==> config.mk <==
export PLATFORM = sky130hd
export DESIGN_NAME = regfile_wb_arbiter
export DESIGN_NICKNAME = d
export VERILOG_FILES = /design/src/rtl/regfile_wb_arbiter.sv
export SDC_FILE = /design/constraint.sdc
export NUM_CORES = 1
export LEC_CHECK = 0
export CELL_PAD_IN_SITES_DETAIL_PLACEMENT = 1
export CELL_PAD_IN_SITES_GLOBAL_PLACEMENT = 1
export CORE_ASPECT_RATIO = 0.6
export CORE_MARGIN = 3
export CORE_UTILIZATION = 40
export DETAILED_ROUTE_END_ITERATION = 10
export PLACE_DENSITY = 0.77
export SLEW_MARGIN = 20
export SYNTH_ARGS = -nofsm -noshare
export SYNTH_HDL_FRONTEND = slang
export SYNTH_SLANG_ARGS = --single-unit
==> constraint.sdc <==
create_clock -name wb_clk -period 2.3 [get_ports wb_clk]
set_clock_uncertainty 0.15 [all_clocks]
set_input_delay 0.69 -clock wb_clk [delete_from_list [all_inputs] [get_ports wb_clk]]
set_output_delay 0.69 -clock wb_clk [all_outputs]
set_load 0.01 [all_outputs]
==> src/rtl/regfile_wb_arbiter.sv <==
// Merges ALU and MDU results onto the single register-file write port; registered output (1-cycle latency), ALU never stalls,
// MDU backpressured via mdu_wready when the write buffer is full. Optional forwarding lookup ports under WB_FWD_EN.
module regfile_wb_arbiter #(
  parameter int DEPTH = 4,
  parameter int AW    = 2
) (
  input  logic          wb_clk,
  input  logic          wb_rst_n,
  input  logic          alu_wvalid,
  input  logic [4:0]    alu_waddr,
  input  logic [31:0]   alu_wdata,
  input  logic          mdu_wvalid,
  output logic          mdu_wready,
  input  logic [4:0]    mdu_waddr,
  input  logic [31:0]   mdu_wdata,
  output logic          regfile_write,
  output logic [4:0]    rdc,
  output logic [31:0]   rd,
  output logic [31:0]   pend_mask,
  output logic [AW:0]   fifo_count
`ifdef WB_FWD_EN
  ,
  input  logic [4:0]    fwd_addr,
  output logic          fwd_hit,
  output logic [31:0]   fwd_data
`endif
);

  localparam logic [AW:0] DEPTH_C = (AW+1)'(DEPTH);

  logic [4:0]       addr_q [DEPTH];
  logic [4:0]       addr_d [DEPTH];
  logic [31:0]      data_q [DEPTH];
  logic [31:0]      data_d [DEPTH];
  logic [DEPTH-1:0] live_q, live_d;
  logic [AW-1:0]    wr_ptr_q, wr_ptr_d, rd_ptr_q, rd_ptr_d;
  logic [AW:0]      count_q, count_d;
  logic             we_q, we_d;
  logic [4:0]       rdc_q, rdc_d;
  logic [31:0]      rd_q, rd_d;

  logic hs, fifo_empty, pop, direct, push, push_live, alu_kill;

  assign mdu_wready = (count_q < DEPTH_C);
  assign hs         = mdu_wvalid && mdu_wready;
  assign fifo_empty = (count_q == '0);
  assign pop        = !alu_wvalid && !fifo_empty;
  assign direct     = !alu_wvalid && fifo_empty && hs;
  // Writes to r0 complete the handshake but never occupy a slot.
  assign push       = hs && !direct && (mdu_waddr != 5'd0);
  assign alu_kill   = alu_wvalid && (alu_waddr != 5'd0);
  // ALU is the younger producer, so a same-cycle MDU result to the same register is dead on arrival.
  assign push_live  = !(alu_kill && (alu_waddr == mdu_waddr));

  always_comb begin
    we_d  = 1'b0;
    rdc_d = rdc_q;
    rd_d  = rd_q;
    if (alu_wvalid) begin
      if (alu_waddr != 5'd0) begin
        we_d  = 1'b1;
        rdc_d = alu_waddr;
        rd_d  = alu_wdata;
      end
    end else if (pop) begin
      if (live_q[rd_ptr_q]) begin
        we_d  = 1'b1;
        rdc_d = addr_q[rd_ptr_q];
        rd_d  = data_q[rd_ptr_q];
      end
    end else if (direct && (mdu_waddr != 5'd0)) begin
      we_d  = 1'b1;
      rdc_d = mdu_waddr;
      rd_d  = mdu_wdata;
    end
  end

  always_comb begin
    addr_d   = addr_q;
    data_d   = data_q;
    live_d   = live_q;
    wr_ptr_d = wr_ptr_q;
    rd_ptr_d = rd_ptr_q;
    count_d  = count_q;
    if (alu_kill) begin
      for (int i = 0; i < DEPTH; i++) begin
        if (addr_q[i] == alu_waddr) live_d[i] = 1'b0;
      end
    end
    if (pop) begin
      live_d[rd_ptr_q] = 1'b0;
      rd_ptr_d         = rd_ptr_q + AW'(1);
    end
    if (push) begin
      addr_d[wr_ptr_q] = mdu_waddr;
      data_d[wr_ptr_q] = mdu_wdata;
      live_d[wr_ptr_q] = push_live;
      wr_ptr_d         = wr_ptr_q + AW'(1);
    end
    case ({push, pop})
      2'b10:   count_d = count_q + (AW+1)'(1);
      2'b01:   count_d = count_q - (AW+1)'(1);
      default: count_d = count_q;
    endcase
  end

  always_ff @(posedge wb_clk or negedge wb_rst_n) begin
    if (!wb_rst_n) begin
      for (int i = 0; i < DEPTH; i++) begin
        addr_q[i] <= 5'd0;
        data_q[i] <= 32'd0;
      end
      live_q   <= '0;
      wr_ptr_q <= '0;
      rd_ptr_q <= '0;
      count_q  <= '0;
      we_q     <= 1'b0;
      rdc_q    <= 5'd0;
      rd_q     <= 32'd0;
    end else begin
      addr_q   <= addr_d;
      data_q   <= data_d;
      live_q   <= live_d;
      wr_ptr_q <= wr_ptr_d;
      rd_ptr_q <= rd_ptr_d;
      count_q  <= count_d;
      we_q     <= we_d;
      rdc_q    <= rdc_d;
      rd_q     <= rd_d;
    end
  end

  // Popped and killed entries have live cleared, so live alone marks a pending buffered write.
  always_comb begin
    pend_mask = 32'd0;
    for (int i = 0; i < DEPTH; i++) begin
      if (live_q[i]) pend_mask[addr_q[i]] = 1'b1;
    end
    pend_mask[0] = 1'b0;
  end

  assign regfile_write = we_q;
  assign rdc           = rdc_q;
  assign rd            = rd_q;
  assign fifo_count    = count_q;

`ifdef WB_FWD_EN
  logic [AW-1:0] fwd_idx;

  // Walk oldest to youngest so the youngest live match wins; output stage is the fallback.
  always_comb begin
    fwd_hit  = 1'b0;
    fwd_data = 32'd0;
    fwd_idx  = '0;
    if (fwd_addr != 5'd0) begin
      if (we_q && (rdc_q == fwd_addr)) begin
        fwd_hit  = 1'b1;
        fwd_data = rd_q;
      end
      for (int k = 0; k < DEPTH; k++) begin
        fwd_idx = rd_ptr_q + AW'(k);
        if (live_q[fwd_idx] && (addr_q[fwd_idx] == fwd_addr)) begin
          fwd_hit  = 1'b1;
          fwd_data = data_q[fwd_idx];
        end
      end
    end
  end
`endif

endmodule

==> summary.md <==
| Metric | Value |
|---|---|
| Vias per inst | `5.87` |
| Max-cap violations | `0` |
| CTS tree | `yes` |
| DRT iter0 DRCs | `601` |
| Root Driver | `clkbuf_16` |
| Setup ws final | `-0.440 ns` |
| Global route overflow | `0` |
| Yosys Warn Count | `0` |
| Die footprint | `0.0281 mm^2` |
| Slowest CP cell | `dfrtp_1` |
| Num rows | `45` |
| CTS Hold Bufs | `0` |
| Drt total wl | `36800 um` |
| Die H | `131 um` |
| Crit path capture type | `primary output` |
| Post-route ant nets | `0` |
| Hold Crit Class | `primary input to async pin` |
| Worst-margin pin slew | `0.550 ns` |
| Worst-case clock buffer depth | `2` |
| Register area share after synthesis | `47.3%` |
| Fin. Hold Viols | `0` |
| FF-to-FF path depth | `8` |
| Final hold slack | `0.0708 ns` |
| Critical Path Start Type | `register` |
| TritonRoute pass-1 iters | `8` |
| Post-Syn Area per Cell | `13.1 um^2` |
| Critical path class | `register to primary output` |
| Placed insts | `1348` |
| RSZ-0062 raised after global routing | `yes` |
| Area Growth Syn to Fin | `42.2%` |
| Initial Utilization | `41.0%` |
| Post-route core utilization | `58.3%` |
| CTS H-tree lvls | `4` |
| Worst vdd ir | `0.702 mV` |
| CTS buffer count | `17` |
| Vias in the first global route | `9079` |
| Ys flop type | `dfrtp_1` |
| Final worst-path cycle share | `119%` |
| CP max stage delay | `0.44 ns` |
| Critical path startpoint | `addr_q[18]` |
| Area of the multi-input gates | `0.00546 mm^2` |
| Req. time, crit path | `1.46 ns` |
| Vias post-DR | `8407` |
| HPWL after DPL | `24300 um` |
| Top Ports | `152` |
| Gr usage total | `26.1%` |
| TNS Setup | `-11.51 ns` |
| Power per cell area | `1380 mW/mm^2` |
| Number of flops mapped to enable cells by yosys | `0` |
| Layout cell share with drive strength beyond 1 | `50.9%` |
| Design area | `0.0148 mm^2` |
| Failing checks | `setup timing` |
| Post-Layout Cell Count | `1432` |
| DIE WIDTH | `214 um` |
| Residual DRC | `0` |
| Crit-path cells | `buf_6 > nand3b_1 > buf_4 > o221ai_2 > buf_2` |
| NumNets Final | `1153` |
| Port buffer count | `150` |
| Reg2reg start | `fifo_count[0]` |
| Rel. slew slack | `63.4%` |
| Pleak | `6.35 nW` |
| Reg area | `0.00495 mm^2` |
| Clock latency on the worst-skew pair | `0.44 ns` |
| Slew Viols, Final | `0` |
| Gpl congestion | `0.942` |
| Minimum clock period | `2.74 ns` |
| Crit path max fanout | `4` |
| Area post-placement | `0.0133 mm^2` |
| Clock transition at path regs | `0.07 ns` |
| Area of the core | `0.0254 mm^2` |
| Status | `finished, violations left` |
| Wire per inst | `25.7 um` |
| Clk sinks | `197` |
| Final Setup Violations | `35` |
| Initial antenna violation count | `1` |
| Async SR Flop Fraction | `100%` |
| # fillers | `2510` |
| Syn Nets | `883` |
| First-pass GRT wire length | `55900 um` |
| Largest net degree at the start of global routing | `53` |
| Synth Cell Area | `0.0104 mm^2` |
| Synthesized flop and latch total | `197` |
| F_max | `0.365 GHz` |
| Critical Path AT | `1.90 ns` |
| Syn Inst Count | `795` |
| Synth unique cells | `40` |
[worst max-delay path, delay by kind of cell (launching register included)]
family,cells,cell delay (ns)
buf+inv,3,0.54
flops,1,0.44
simple gates,1,0.30
compound gates,1,0.16
[cell usage in the layout, fill, tap and decap left out, drive strengths merged, types with 4 or more instances in the layout]
| cell | instances |
|---|---|
| a22oi | 22 |
| nand2 | 8 |
| nand3b | 10 |
| and3 | 6 |
| nor2 | 8 |
| o2111ai | 4 |
| dlygate4sd2 | 6 |
| o221ai | 22 |
| a221o | 9 |
| inv | 51 |
| clkbuf | 23 |
| mux2i | 38 |
| xor2 | 11 |
| mux2 | 149 |
| nor3b | 10 |
| clkinv | 4 |
| clkinvlp | 4 |
| mux4 | 38 |
| and3b | 9 |
| dfrtp | 197 |
| a222oi | 37 |
| or2 | 5 |
| nand3 | 11 |
| o22ai | 13 |
| o211ai | 7 |
| nor4 | 6 |
| buf | 210 |
| clkdlybuf4s50 | 105 |
| xnor2 | 19 |
| ha | 9 |
| or3b | 8 |
[synthesized netlist by cell type, types with 7 or more instances]
master	count	area [um^2]
a221o_1	9	90.1
a222oi_1	37	370
a22oi_1	22	165
and3b_1	9	78.8
buf_2	15	75.1
buf_6	7	78.8
clkbuf_1	45	169
dfrtp_1	197	4930
ha_1	9	113
inv_1	51	191
mux2_2	148	1670
mux2i_1	38	380
mux4_2	38	856
nand2_1	8	30.0
nand3_1	11	55.1
nand3b_1	10	75.1
nor2_1	8	30.0
nor3b_1	10	75.1
o221ai_1	22	193
o22ai_1	13	81.3
or3b_2	8	70.1
xnor2_1	19	166
xor2_1	11	96.3
[layer usage]
layer | vias up | GRT usage, % | wire, um
met5 | - | 0 | 13
met4 | 2 | 6.76 | 579
met3 | 41 | 6.61 | 2580
met2 | 305 | 41.8 | 17000
met1 | 4482 | 36.0 | 16600
li1 | 3577 | - | -
[worst paths after layout]
| check | endpoint | slack [ns] |
|---|---|---|
| max reg2reg | fifo_count[2] | -0.08 |
| min reg2reg | data_q[63] | 0.35 |
| min | data_q[125] | 0.07 |
| max in group asynchronous | rd_ptr_q[1] | 1.32 |
| min in group wb_clk | data_q[63] | 0.35 |
| max | pend_mask[20] | -0.44 |
[through the flow]
step	setup WS, ns	total power [mW]
6_report	-0.440	20.5
4_1_cts	-0.373	19.9
3_5_place_dp	-1.04	15.6
5_1_grt	-0.555	21.6
3_3_place_gp	-0.980	15.1
2_1_floorplan	-0.552	11.6
[flip-flops by register name (all words and copies together) (netlist names)]
signal         count
data_q           128
rd_ptr_q           2
addr_q            20
wr_ptr_q           2
rd                32
rdc                5
regfile_write      1
fifo_count         3
live_q             4
[layout make-up]
type	count	share of cell area [%]
Multi-Input combinational cell	472	36.8
Tap cell	352	2.97
Inverter	51	1.30
Sequential cell	197	33.4
Timing Repair Buffer	326	21.4
Antenna cell	2	0.0337
Clock buffer	21	3.17
Clock inverter	11	0.995
[what timing repair did]
| item | CTS | global route |
|---|---|---|
| gates cloned | 3 | 0 |
| resized for setup | 277 | 40 |
| pin swaps | 42 | 26 |
| buffers inserted | 38 | 14 |
| endpoints found under the setup margin | 229 | 70 |
[where the power goes]
part | switching (mW) | internal [mW] | total, mW | leakage, nW
registers | 1.21 | 5.23 | 6.44 | 2.36
clock network | 1.37 | 1.80 | 3.17 | 0.292
logic | 4.84 | 6.02 | 10.9 | 3.69
total | 7.42 | 13.1 | 20.5 | 6.35
[logic make-up after synthesis]
| logic type | count (synthesis) | synth area share, % |
|---|---|---|
| AOI/OAI and AO/OA | 116 | 10.0 |
| xor gates and xnor gates | 30 | 2.52 |
| adders and majority gates | 10 | 1.27 |
| buffers and inverters | 126 | 5.43 |
| DFF | 197 | 47.3 |
| muxes | 225 | 27.9 |
| other | 1 | 0.0360 |
| and+or+nand+nor | 90 | 5.53 |
(Power assumes the default switching activity.)
